File: src/rtl/cpu_pkg.sv
// Shared definitions for the CPU execute stage: ALU opcodes, control encodings,
// multiplier state type and the EX/MEM pipeline register layout.
package cpu_pkg;

  localparam logic [3:0] AluAdd   = 4'd0;
  localparam logic [3:0] AluSub   = 4'd1;
  localparam logic [3:0] AluAnd   = 4'd2;
  localparam logic [3:0] AluOr    = 4'd3;
  localparam logic [3:0] AluNor   = 4'd4;
  localparam logic [3:0] AluSlt   = 4'd5;
  localparam logic [3:0] AluSltu  = 4'd6;
  localparam logic [3:0] AluSll   = 4'd7;
  localparam logic [3:0] AluSrl   = 4'd8;
  localparam logic [3:0] AluLui   = 4'd9;
  localparam logic [3:0] AluMullo = 4'd10;
  localparam logic [3:0] AluMulhi = 4'd11;

  localparam logic [1:0] DrwNone  = 2'd0;
  localparam logic [1:0] DrwRead  = 2'd1;
  localparam logic [1:0] DrwWrite = 2'd2;

  localparam logic [1:0] WbAlu = 2'd0;
  localparam logic [1:0] WbMem = 2'd1;
  localparam logic [1:0] WbJal = 2'd2;

  localparam int unsigned MUL_ITERS = 32;

  typedef enum logic [1:0] {MulIdle, MulBusy, MulDone} mul_state_e;

  typedef struct packed {
    logic        c_rfw;
    logic [1:0]  c_wbsource;
    logic [1:0]  c_drw;
    logic [31:0] alu_r;
    logic [31:0] rfb;
    logic [4:0]  rf_waddr;
    logic [4:0]  rt;
    logic [31:0] jalra;
  } ex_mem_t;

  // MEM beats WB; register 0 never forwards.
  function automatic logic [31:0] fwd_operand(input logic [4:0]  src,
                                              input logic        mem_rfw,
                                              input logic [4:0]  mem_addr,
                                              input logic [31:0] mem_data,
                                              input logic        wb_rfw,
                                              input logic [4:0]  wb_addr,
                                              input logic [31:0] wb_data,
                                              input logic [31:0] rf_data);
    if (mem_rfw && (mem_addr == src) && (mem_addr != 5'd0)) return mem_data;
    if (wb_rfw && (wb_addr == src) && (wb_addr != 5'd0)) return wb_data;
    return rf_data;
  endfunction

endpackage

File: src/rtl/cpu_ex_mul.sv
// Iterative 32x32 unsigned shift-add multiplier with IDLE/BUSY/DONE control.
// All state is frozen while stall_i is high.
module cpu_ex_mul
  import cpu_pkg::*;
(
  input  logic        clk_i,
  input  logic        rst_ni,
  input  logic        stall_i,
  input  logic        start_i,
  input  logic [31:0] a_i,
  input  logic [31:0] b_i,
  output logic        busy_o,
  output logic        done_o,
  output logic [63:0] product_o
);

  localparam logic [4:0] CntLast = 5'(MUL_ITERS - 1);

  mul_state_e  state_q, state_d;
  logic [63:0] mcand_q, mcand_d;
  logic [31:0] mplier_q, mplier_d;
  logic [63:0] prod_q, prod_d;
  logic [4:0]  cnt_q, cnt_d;

  always_ff @(posedge clk_i) begin
    if (!rst_ni) begin
      state_q  <= MulIdle;
      mcand_q  <= '0;
      mplier_q <= '0;
      prod_q   <= '0;
      cnt_q    <= '0;
    end else if (!stall_i) begin
      state_q  <= state_d;
      mcand_q  <= mcand_d;
      mplier_q <= mplier_d;
      prod_q   <= prod_d;
      cnt_q    <= cnt_d;
    end
  end

  always_comb begin
    state_d  = state_q;
    mcand_d  = mcand_q;
    mplier_d = mplier_q;
    prod_d   = prod_q;
    cnt_d    = cnt_q;
    unique case (state_q)
      MulIdle: begin
        if (start_i) begin
          state_d  = MulBusy;
          mcand_d  = {32'd0, a_i};
          mplier_d = b_i;
          prod_d   = '0;
          cnt_d    = '0;
        end
      end
      MulBusy: begin
        if (mplier_q[0]) prod_d = prod_q + mcand_q;
        mcand_d  = mcand_q << 1;
        mplier_d = mplier_q >> 1;
        cnt_d    = cnt_q + 5'd1;
        if (cnt_q == CntLast) state_d = MulDone;
      end
      MulDone: state_d = MulIdle;
      default: state_d = MulIdle;
    endcase
  end

  assign busy_o    = (state_q == MulBusy);
  assign done_o    = (state_q == MulDone);
  assign product_o = prod_q;

endmodule

File: src/rtl/cpu_ex.sv
// Execute stage: operand forwarding, ALU and EX/MEM pipeline register.
// Define CPU_EX_MUL_EN to build the iterative multiplier; otherwise mul ops return 0.
module cpu_ex
  import cpu_pkg::*;
(
  input  logic        clk,
  input  logic        rst,
  input  logic        cpu_stall,
  input  logic        id_c_rfw,
  input  logic [1:0]  id_c_wbsource,
  input  logic [1:0]  id_c_drw,
  input  logic [3:0]  id_c_alucontrol,
  input  logic        id_c_alusrc,
  input  logic [31:0] id_rfa,
  input  logic [31:0] id_rfb,
  input  logic [4:0]  id_rs,
  input  logic [4:0]  id_rt,
  input  logic [4:0]  id_rf_waddr,
  input  logic [31:0] id_imm,
  input  logic [31:0] id_jalra,
  input  logic [31:0] mem_wdata,
  input  logic [31:0] wb_wdata,
  input  logic        wb_c_rfw,
  input  logic [4:0]  wb_rf_waddr,
  output logic        p_c_rfw,
  output logic [1:0]  p_c_wbsource,
  output logic [1:0]  p_c_drw,
  output logic [31:0] p_alu_r,
  output logic [31:0] p_rfb,
  output logic [4:0]  p_rf_waddr,
  output logic [4:0]  p_rt,
  output logic [31:0] p_jalra,
  output logic        ex_stall
);

  ex_mem_t     pipe_q, pipe_d;
  logic [31:0] op_a, fwd_b, op_b, alu_r;
  logic [31:0] mul_lo, mul_hi;
  logic        is_mul;

  assign op_a  = fwd_operand(id_rs, pipe_q.c_rfw, pipe_q.rf_waddr, mem_wdata,
                             wb_c_rfw, wb_rf_waddr, wb_wdata, id_rfa);
  assign fwd_b = fwd_operand(id_rt, pipe_q.c_rfw, pipe_q.rf_waddr, mem_wdata,
                             wb_c_rfw, wb_rf_waddr, wb_wdata, id_rfb);
  assign op_b   = id_c_alusrc ? id_imm : fwd_b;
  assign is_mul = (id_c_alucontrol == AluMullo) || (id_c_alucontrol == AluMulhi);

`ifdef CPU_EX_MUL_EN
  logic        mul_busy, mul_done;
  logic [63:0] mul_product;

  // Operands are latched inside the multiplier at start, since forwarding sources move on.
  cpu_ex_mul u_mul (
    .clk_i     (clk),
    .rst_ni    (rst),
    .stall_i   (cpu_stall),
    .start_i   (is_mul & ~mul_busy & ~mul_done),
    .a_i       (op_a),
    .b_i       (op_b),
    .busy_o    (mul_busy),
    .done_o    (mul_done),
    .product_o (mul_product)
  );

  assign ex_stall = mul_busy | (is_mul & ~mul_done);
  assign mul_lo   = mul_product[31:0];
  assign mul_hi   = mul_product[63:32];
`else
  assign ex_stall = 1'b0;
  assign mul_lo   = '0;
  assign mul_hi   = '0;
`endif

  always_comb begin
    alu_r = '0;
    case (id_c_alucontrol)
      AluAdd:   alu_r = op_a + op_b;
      AluSub:   alu_r = op_a - op_b;
      AluAnd:   alu_r = op_a & op_b;
      AluOr:    alu_r = op_a | op_b;
      AluNor:   alu_r = ~(op_a | op_b);
      AluSlt:   alu_r = {31'd0, $signed(op_a) < $signed(op_b)};
      AluSltu:  alu_r = {31'd0, op_a < op_b};
      AluSll:   alu_r = op_b << id_imm[10:6];
      AluSrl:   alu_r = op_b >> id_imm[10:6];
      AluLui:   alu_r = {op_b[15:0], 16'h0};
      AluMullo: alu_r = mul_lo;
      AluMulhi: alu_r = mul_hi;
      default:  alu_r = '0;
    endcase
  end

  // A stalled stage emits an all-zero bubble.
  always_comb begin
    pipe_d = '0;
    if (!ex_stall) begin
      pipe_d.c_rfw      = id_c_rfw;
      pipe_d.c_wbsource = id_c_wbsource;
      pipe_d.c_drw      = id_c_drw;
      pipe_d.alu_r      = alu_r;
      pipe_d.rfb        = fwd_b;
      pipe_d.rf_waddr   = id_rf_waddr;
      pipe_d.rt         = id_rt;
      pipe_d.jalra      = id_jalra;
    end
  end

  always_ff @(posedge clk) begin
    if (!rst) begin
      pipe_q <= '0;
    end else if (!cpu_stall) begin
      pipe_q <= pipe_d;
    end
  end

  assign p_c_rfw      = pipe_q.c_rfw;
  assign p_c_wbsource = pipe_q.c_wbsource;
  assign p_c_drw      = pipe_q.c_drw;
  assign p_alu_r      = pipe_q.alu_r;
  assign p_rfb        = pipe_q.rfb;
  assign p_rf_waddr   = pipe_q.rf_waddr;
  assign p_rt         = pipe_q.rt;
  assign p_jalra      = pipe_q.jalra;

endmodule
File: config.mk
export PLATFORM = sky130hd
export DESIGN_NAME = cpu_ex
export DESIGN_NICKNAME = d
export VERILOG_FILES = /design/src/rtl/cpu_pkg.sv /design/src/rtl/cpu_ex_mul.sv /design/src/rtl/cpu_ex.sv
export SDC_FILE = /design/constraint.sdc
export NUM_CORES = 1
export LEC_CHECK = 0
export BUFFER_PORTS_ARGS = -buffer_cell sky130_fd_sc_hd__buf_2
export CELL_PAD_IN_SITES_DETAIL_PLACEMENT = 1
export CELL_PAD_IN_SITES_GLOBAL_PLACEMENT = 2
export CORE_MARGIN = 1.5
export CORE_UTILIZATION = 32
export CTS_CLUSTER_SIZE = 12
export DETAILED_ROUTE_END_ITERATION = 6
export GPL_ROUTABILITY_DRIVEN = 0
export PLACE_DENSITY_LB_ADDON = 0.08
export SKIP_LAST_GASP = 1
export SLEW_MARGIN = 25
export SYNTH_ARGS = -nofsm -noshare
export SYNTH_HDL_FRONTEND = slang
export SYNTH_SLANG_ARGS = --single-unit
File: constraint.sdc
create_clock -name clk -period 6.1 [get_ports clk]
set_clock_uncertainty 0.2 [all_clocks]
set_input_delay 0.305 -clock clk [delete_from_list [all_inputs] [get_ports clk]]
set_output_delay 0.305 -clock clk [all_outputs]
set_load 0.05 [all_outputs]
==> impl_metrics.json, run 1 <==
{
  "critPathTopFamily": "compound AO/OA/AOI/OAI gates",
  "cts_buffers": 9,
  "post_cts_buffers": 0,
  "setup_violations": 0,
  "dr.pass1.iters": 6,
  "synth_edf_count": 0,
  "gr-usage-all-layers_pct": 37.4,
  "synth_area_leaders": "dfxtp_1 (15%), mux2i_1 (8.4%), ha_1 (8.3%)",
  "tightestPinTransition_ns": 1.29,
  "rsz0062_at_grt": "false",
  "area_growth_pct": 23.8,
  "drive_gt1_share_pct": 24.6,
  "clockBufferDepth": 2,
  "highest_layer": "met5",
  "hold_start": "id_rt[0]",
  "path_buf_inv": 4,
  "wirelength_um": 91800,
  "slew_viol_final": 0,
  "crit_arrival_ns": 5.99,
  "grt-ovfl-total": 0,
  "final_net_count": 2686,
  "cpMaxStageDelayCell": "o21ai_0",
  "port-buffer-count": 336,
  "endpoint_kind": "flop",
  "hold_violations": 0,
  "irDropWorstVdd_v": 0.000123,
  "post-route-period-util_pct": 96.8,
  "cap_violations": 0,
  "syn_area_per_cell_um2": 7.44,
  "synth_nets": 2335,
  "fp.dieH_um": 219,
  "startpoint": "p_rf_waddr[4]",
  "clkTransAtPathRegs_ns": 0.09,
  "synth_cells": 2008,
  "worstPathRequired_ns": 6.19,
  "rows": 78,
  "worstSetupPathType": "flop to flop",
  "post_dp_cell_area_um2": 17800,
  "root_buffer": "clkbuf_16",
  "postLayoutSetupSlackWorst_ns": 0.197,
  "crit-reg2reg-launch": "p_rf_waddr[4]",
  "worstPathCellList": "or4_4 -> o21ai_0 -> nor4_2 -> buf_12 -> o21ai_0 -> ha_1 -> inv_1 -> a221oi_1 -> buf_4 -> a21oi_1 -> a21oi_1 -> a21oi_1 -> buf_4 -> o41a_1 -> a311oi_1 -> xor2_1 -> o21ai_0 -> a311o_1",
  "synth_cell_types": 86,
  "seq_area_frac_synth_pct": 14.9,
  "die_w_um": 219,
  "yosys.area.top_type_share_pct": 14.9,
  "syn_area_um2": 14900,
  "synth-seq-cells": 111,
  "wl_met2_um": 40200,
  "period_minus_slack_ns": 5.90,
  "pre_cts_ws_ns": 0.158,
  "die_area_um2": 48000,
  "wl_met1_um": 37600,
  "hp-class": "input pin to flop",
  "yosysTopAreaCell": "dfxtp_1",
  "ys.flop_type": "dfxtp_1",
  "yosys_warnings": 0,
  "grt_pass1_vias": 18848,
  "async_reset_ff_share_pct": 0,
  "clock_sinks": 111,
  "grt_max_degree": 65,
  "route.detailed.drc": 0,
  "pin_count": 338,
  "dp_hpwl_um": 72400,
  "final_area_um2": 18500,
  "wl_met3_um": 9220,
  "clk_latency_ns": 0.41,
  "max_slew_margin_pct": 12.9,
  "start_kind": "flop",
  "wire_per_inst_um": 31.0,
  "p_leak_nw": 7.91,
  "critPathMaxStageDelay_ns": 0.71,
  "start_util_pct": 32.7,
  "antenna_left": 0,
  "drt-initial-drc-count": 2200,
  "avgViaCountPerCell": 6.39,
  "max_freq_mhz": 169,
  "design.core.area_um2": 45700,
  "antenna_found_initial": 11,
  "status": "finished clean",
  "grt_pass1_wl_um": 131000,
  "via_count": 18964,
  "power_density_nw_per_um2": 173,
  "critical_path.max_fanout": 64,
  "fin_tns_setup_ns": 0,
  "finalPower_w": 0.00320,
  "htree_levels": 3,
  "tritoncts": "built"
}
==> area by class of cell <==
| cell class | instances | area, um^2 |
|---|---|---|
| Inverter | 108 | 405 |
| Clock inverter | 6 | 51.3 |
| Antenna cell | 3 | 7.51 |
| Tap cell | 600 | 751 |
| Fill cell | 5765 | 27200 |
| Timing Repair Buffer | 496 | 3110 |
| Multi-Input combinational cell | 1633 | 11700 |
| Clock buffer | 10 | 239 |
| Sequential cell | 111 | 2220 |
==> worst min-delay path, cell delays in order <==
cell     delay [ns]
buf_2          0.13
mux2i_1        0.08
nor2_1         0.09
==> cells in the mapped netlist (9+ instances only) <==
cell,n
o21ai_0,152
mux2_2,9
and3_1,9
xor2_1,10
a21o_1,22
nand4_1,11
a21oi_1,139
o221ai_1,24
nor3_1,67
dfxtp_1,111
o31ai_1,13
nand3_1,48
o21ai_1,21
ha_1,99
inv_1,100
a21boi_0,12
xnor2_1,41
a311oi_1,18
a31oi_1,40
o22ai_1,25
nor2_1,172
buf_1,13
a221oi_1,19
a221o_1,12
o211ai_1,18
mux4_2,43
and2_1,23
a311o_1,19
a22oi_1,10
nor2b_1,17
mux2i_1,125
nand2b_1,11
a311oi_2,17
clkbuf_1,125
a211oi_1,30
nand2_1,208
o21bai_1,9
==> power breakdown <==
group	total, W	switching, W	internal, W
Sequential	0.000790	0.0000267	0.000763
Clock	0.000653	0.000357	0.000296
Combinational	0.00176	0.00116	0.000599
==> cell families after synthesis <==
| kind of cell | synth area share [%] |
|---|---|
| and+or+nand+nor | 18.1 |
| xor gates and xnor gates | 2.99 |
| AOI/OAI and AO/OA | 32.5 |
| muxes | 15.9 |
| other | 0.0251 |
| DFF | 14.9 |
| buffers and inverters | 7.08 |
| adders and majority gates | 8.56 |
==> cells in the final DEF, fill, tap and decap left out, types with 22 or more instances in the layout <==
cell / count
mux4_2: 43
nor3_1: 65
and2_1: 23
a21o_1: 22
buf_4: 110
a31oi_1: 40
a21oi_1: 138
xnor2_1: 41
a211oi_1: 30
nand2_1: 208
dfxtp_1: 111
buf_2: 334
dlygate4sd3_1: 42
nor2_1: 171
o21ai_1: 24
ha_1: 99
o22ai_1: 25
inv_1: 98
o221ai_1: 24
mux2i_1: 124
o21ai_0: 148
nand3_1: 48
==> stage by stage <==
stage                     hold WS [ns]  instances  utilization (%)
after floorplan                  0.249       2008                -
after global placement           0.256       2906             38.9
after detailed placement         0.258       2906             38.9
after CTS                      0.00832       2964             40.4
after global routing            0.0440       2964             40.5
final                           0.0259       2967             40.5
==> per-layer routing <==
layer / track usage, % / up-vias
li1: - / 8208
met1: 48.7 / 9272
met2: 57.6 / 1179
met3: 9.90 / 291
met4: 16.9 / 14
met5: 0 / -
==> repair_timing <==
item                                    CTS  global route
endpoints found under the setup margin    0             1
endpoints found under the hold margin    42             0
hold buffers                             42             0
resized for setup                         0             1
==> worst paths after layout <==
path                            cells past startpoint  slack, ns          end
worst max-delay path                               18       0.20  p_alu_r[31]
worst min-delay path                                3       0.03      p_rt[0]
worst max register to register                     18       0.20  p_alu_r[31]
worst min register to register                      2       0.28     p_rfb[4]
==> state kept, by name (all words and copies together), names as in the netlist <==
register,cells
p_alu_r,32
p_jalra,32
p_rfb,32
p_rf_waddr,5
p_rt,5
p_c_drw,2
p_c_wbsource,2
p_c_rfw,1
No activity file was read; power rests on OpenSTA's default activity.
==> run 2, diff against run 1 <==
- CORE_MARGIN: 1.5 -> 2
==> impl_metrics.json, run 2 (synthesis results as in run 1) <==
{
  "clockBufferDepth": 2,
  "final_common_cell": "buf_2",
  "p_leak_nw": 7.96,
  "die_area_um2": 48400,
  "whs_ns": 0.0111,
  "grt-ovfl-total": 0,
  "most-common-layout-cells": "buf_2 (336), nand2_1 (208), nor2_1 (170)",
  "setup_violations": 0,
  "gr-usage-all-layers_pct": 37.7,
  "drt-initial-drc-count": 2251,
  "grt_max_degree": 65,
  "pin_count": 338,
  "fin_tns_setup_ns": 0,
  "tritoncts": "built",
  "critical_path.max_fanout": 17,
  "multi_input_area_um2": 11700,
  "crit_arrival_ns": 5.90,
  "antenna_found_initial": 16,
  "pre_cts_ws_ns": 0.308,
  "power_density_nw_per_um2": 176,
  "reg2reg_to": "p_alu_r[10]",
  "grt_pass1_wl_um": 133000,
  "worstSetupPathType": "flop to flop",
  "drive_gt1_share_pct": 24.9,
  "clock_sinks": 111,
  "start_util_pct": 32.2,
  "final_area_um2": 18600,
  "design.core.area_um2": 46400,
  "wire_per_inst_um": 31.2,
  "seq_power_share_pct": 24.1,
  "period_minus_slack_ns": 5.83,
  "p_comb_share_pct": 54.0,
  "regToRegSetupSlack_ns": 0.27,
  "rows": 79,
  "swShare_pct": 49.1,
  "hp-class": "input pin to flop",
  "htree_levels": 3,
  "max_slew_margin_pct": 19.3,
  "cts_buffers": 9,
  "ff_latch_area_um2": 2220,
  "antenna_left": 0,
  "fp.dieH_um": 220,
  "route.detailed.drc": 0,
  "post-route-period-util_pct": 95.6,
  "wirelength_um": 93400,
  "reg2regPathDepth": 18,
  "die_w_um": 220,
  "endpoint_kind": "flop",
  "start_kind": "flop",
  "clk_latency_ns": 0.42,
  "slew_viol_final": 0,
  "tightestPinTransition_ns": 1.20,
  "clkTransAtPathRegs_ns": 0.09,
  "fillers": 5807,
  "whs_endpoint": "p_rt[2]",
  "clkPwrFrac_pct": 21.9,
  "worstPathRequired_ns": 6.16,
  "dr.pass1.iters": 6,
  "status": "finished clean",
  "area_growth_pct": 24.4,
  "irDropWorstVdd_v": 0.000131,
  "dp_hpwl_um": 74300,
  "port-buffer-count": 336,
  "p_sw_w": 0.00161,
  "via_count": 18973,
  "avgViaCountPerCell": 6.34,
  "p_int_w": 0.00167,
  "final_net_count": 2700,
  "cap_violations": 0,
  "grt_pass1_vias": 18946,
  "hold_violations": 0,
  "postLayoutSetupSlackWorst_ns": 0.266,
  "hold_start": "id_rt[2]",
  "holdPathStages": 3,
  "crit-reg2reg-launch": "p_rf_waddr[4]",
  "root_buffer": "clkbuf_16",
  "max_freq_mhz": 171,
  "post_dp_cell_area_um2": 17800
}
-- run 2: worst max path at each step --
stage	from	endpoint	slack [ns]
4_1_cts	id_rt[4]	p_alu_r[14]	0.27
6_report	p_rf_waddr[4]	p_alu_r[10]	0.27
3_3_place_gp	wb_rf_waddr[1]	p_alu_r[30]	0.10
3_5_place_dp	wb_rf_waddr[1]	p_alu_r[10]	0.31
5_1_grt	p_rf_waddr[4]	p_alu_r[31]	-0.007
2_1_floorplan	p_rf_waddr[4]	p_alu_r[31]	0.89
-- run 2: worst max-delay path: stages, from the launching register on --
cell,delay (ns)
dfxtp_1,0.38
or4_4,0.57
o211ai_4,0.17
or2_2,0.42
buf_4,0.27
a311oi_2,0.15
nor2_1,0.54
ha_1,0.45
buf_4,0.19
a211oi_1,0.25
nand2_1,0.08
a41o_1,0.28
a32o_1,0.28
a31oi_1,0.17
xor2_1,0.20
o21ai_0,0.17
a221o_1,0.32
a211oi_1,0.47
nor3_1,0.11
-- run 2: timing repair --
action	CTS	global route
endpoints found under the hold margin	46	0
setup buffers	0	0
hold buffers	46	0
setup endpoints to repair	0	3
gates resized for setup	0	2
-- run 2: layout make-up --
cell class	count	area share [%]
repair buffers	510	17.0
multi-input cells	1633	63.0
inverters	108	2.18
clock buffers	9	1.21
diodes	9	0.121
flip-flops and latches	111	12.0
clock inverters	7	0.491
well taps	607	4.09
-- run 2: layer usage --
layer,global-route usage [%],vias up,part of all wire [%]
met1,47.0,9360,40
met2,58.7,1088,44
li1,-,8236,-
met5,0,-,0.11
met4,19.3,18,5.7
met3,11.2,271,10
-- run 2: through the flow --
step                      instances  util (%)  power [W]
after floorplan                2008         -    0.00181
after global placement         2922      38.3    0.00247
after detailed placement       2922      38.3    0.00249
after CTS                      2984      40.0    0.00324
after global routing           2987      40.1    0.00340
final                          2994      40.1    0.00328
-- run 2: power by group through the flow --
stage | combinational [W] | sequential [W] | clock (W)
finish | 0.00177 | 0.000791 | 0.000719
detailed placement | 0.00168 | 0.000806 | 0
floorplan | 0.000879 | 0.000934 | 0
CTS | 0.00172 | 0.000790 | 0.000732
global placement | 0.00167 | 0.000804 | 0
global route | 0.00185 | 0.000794 | 0.000751
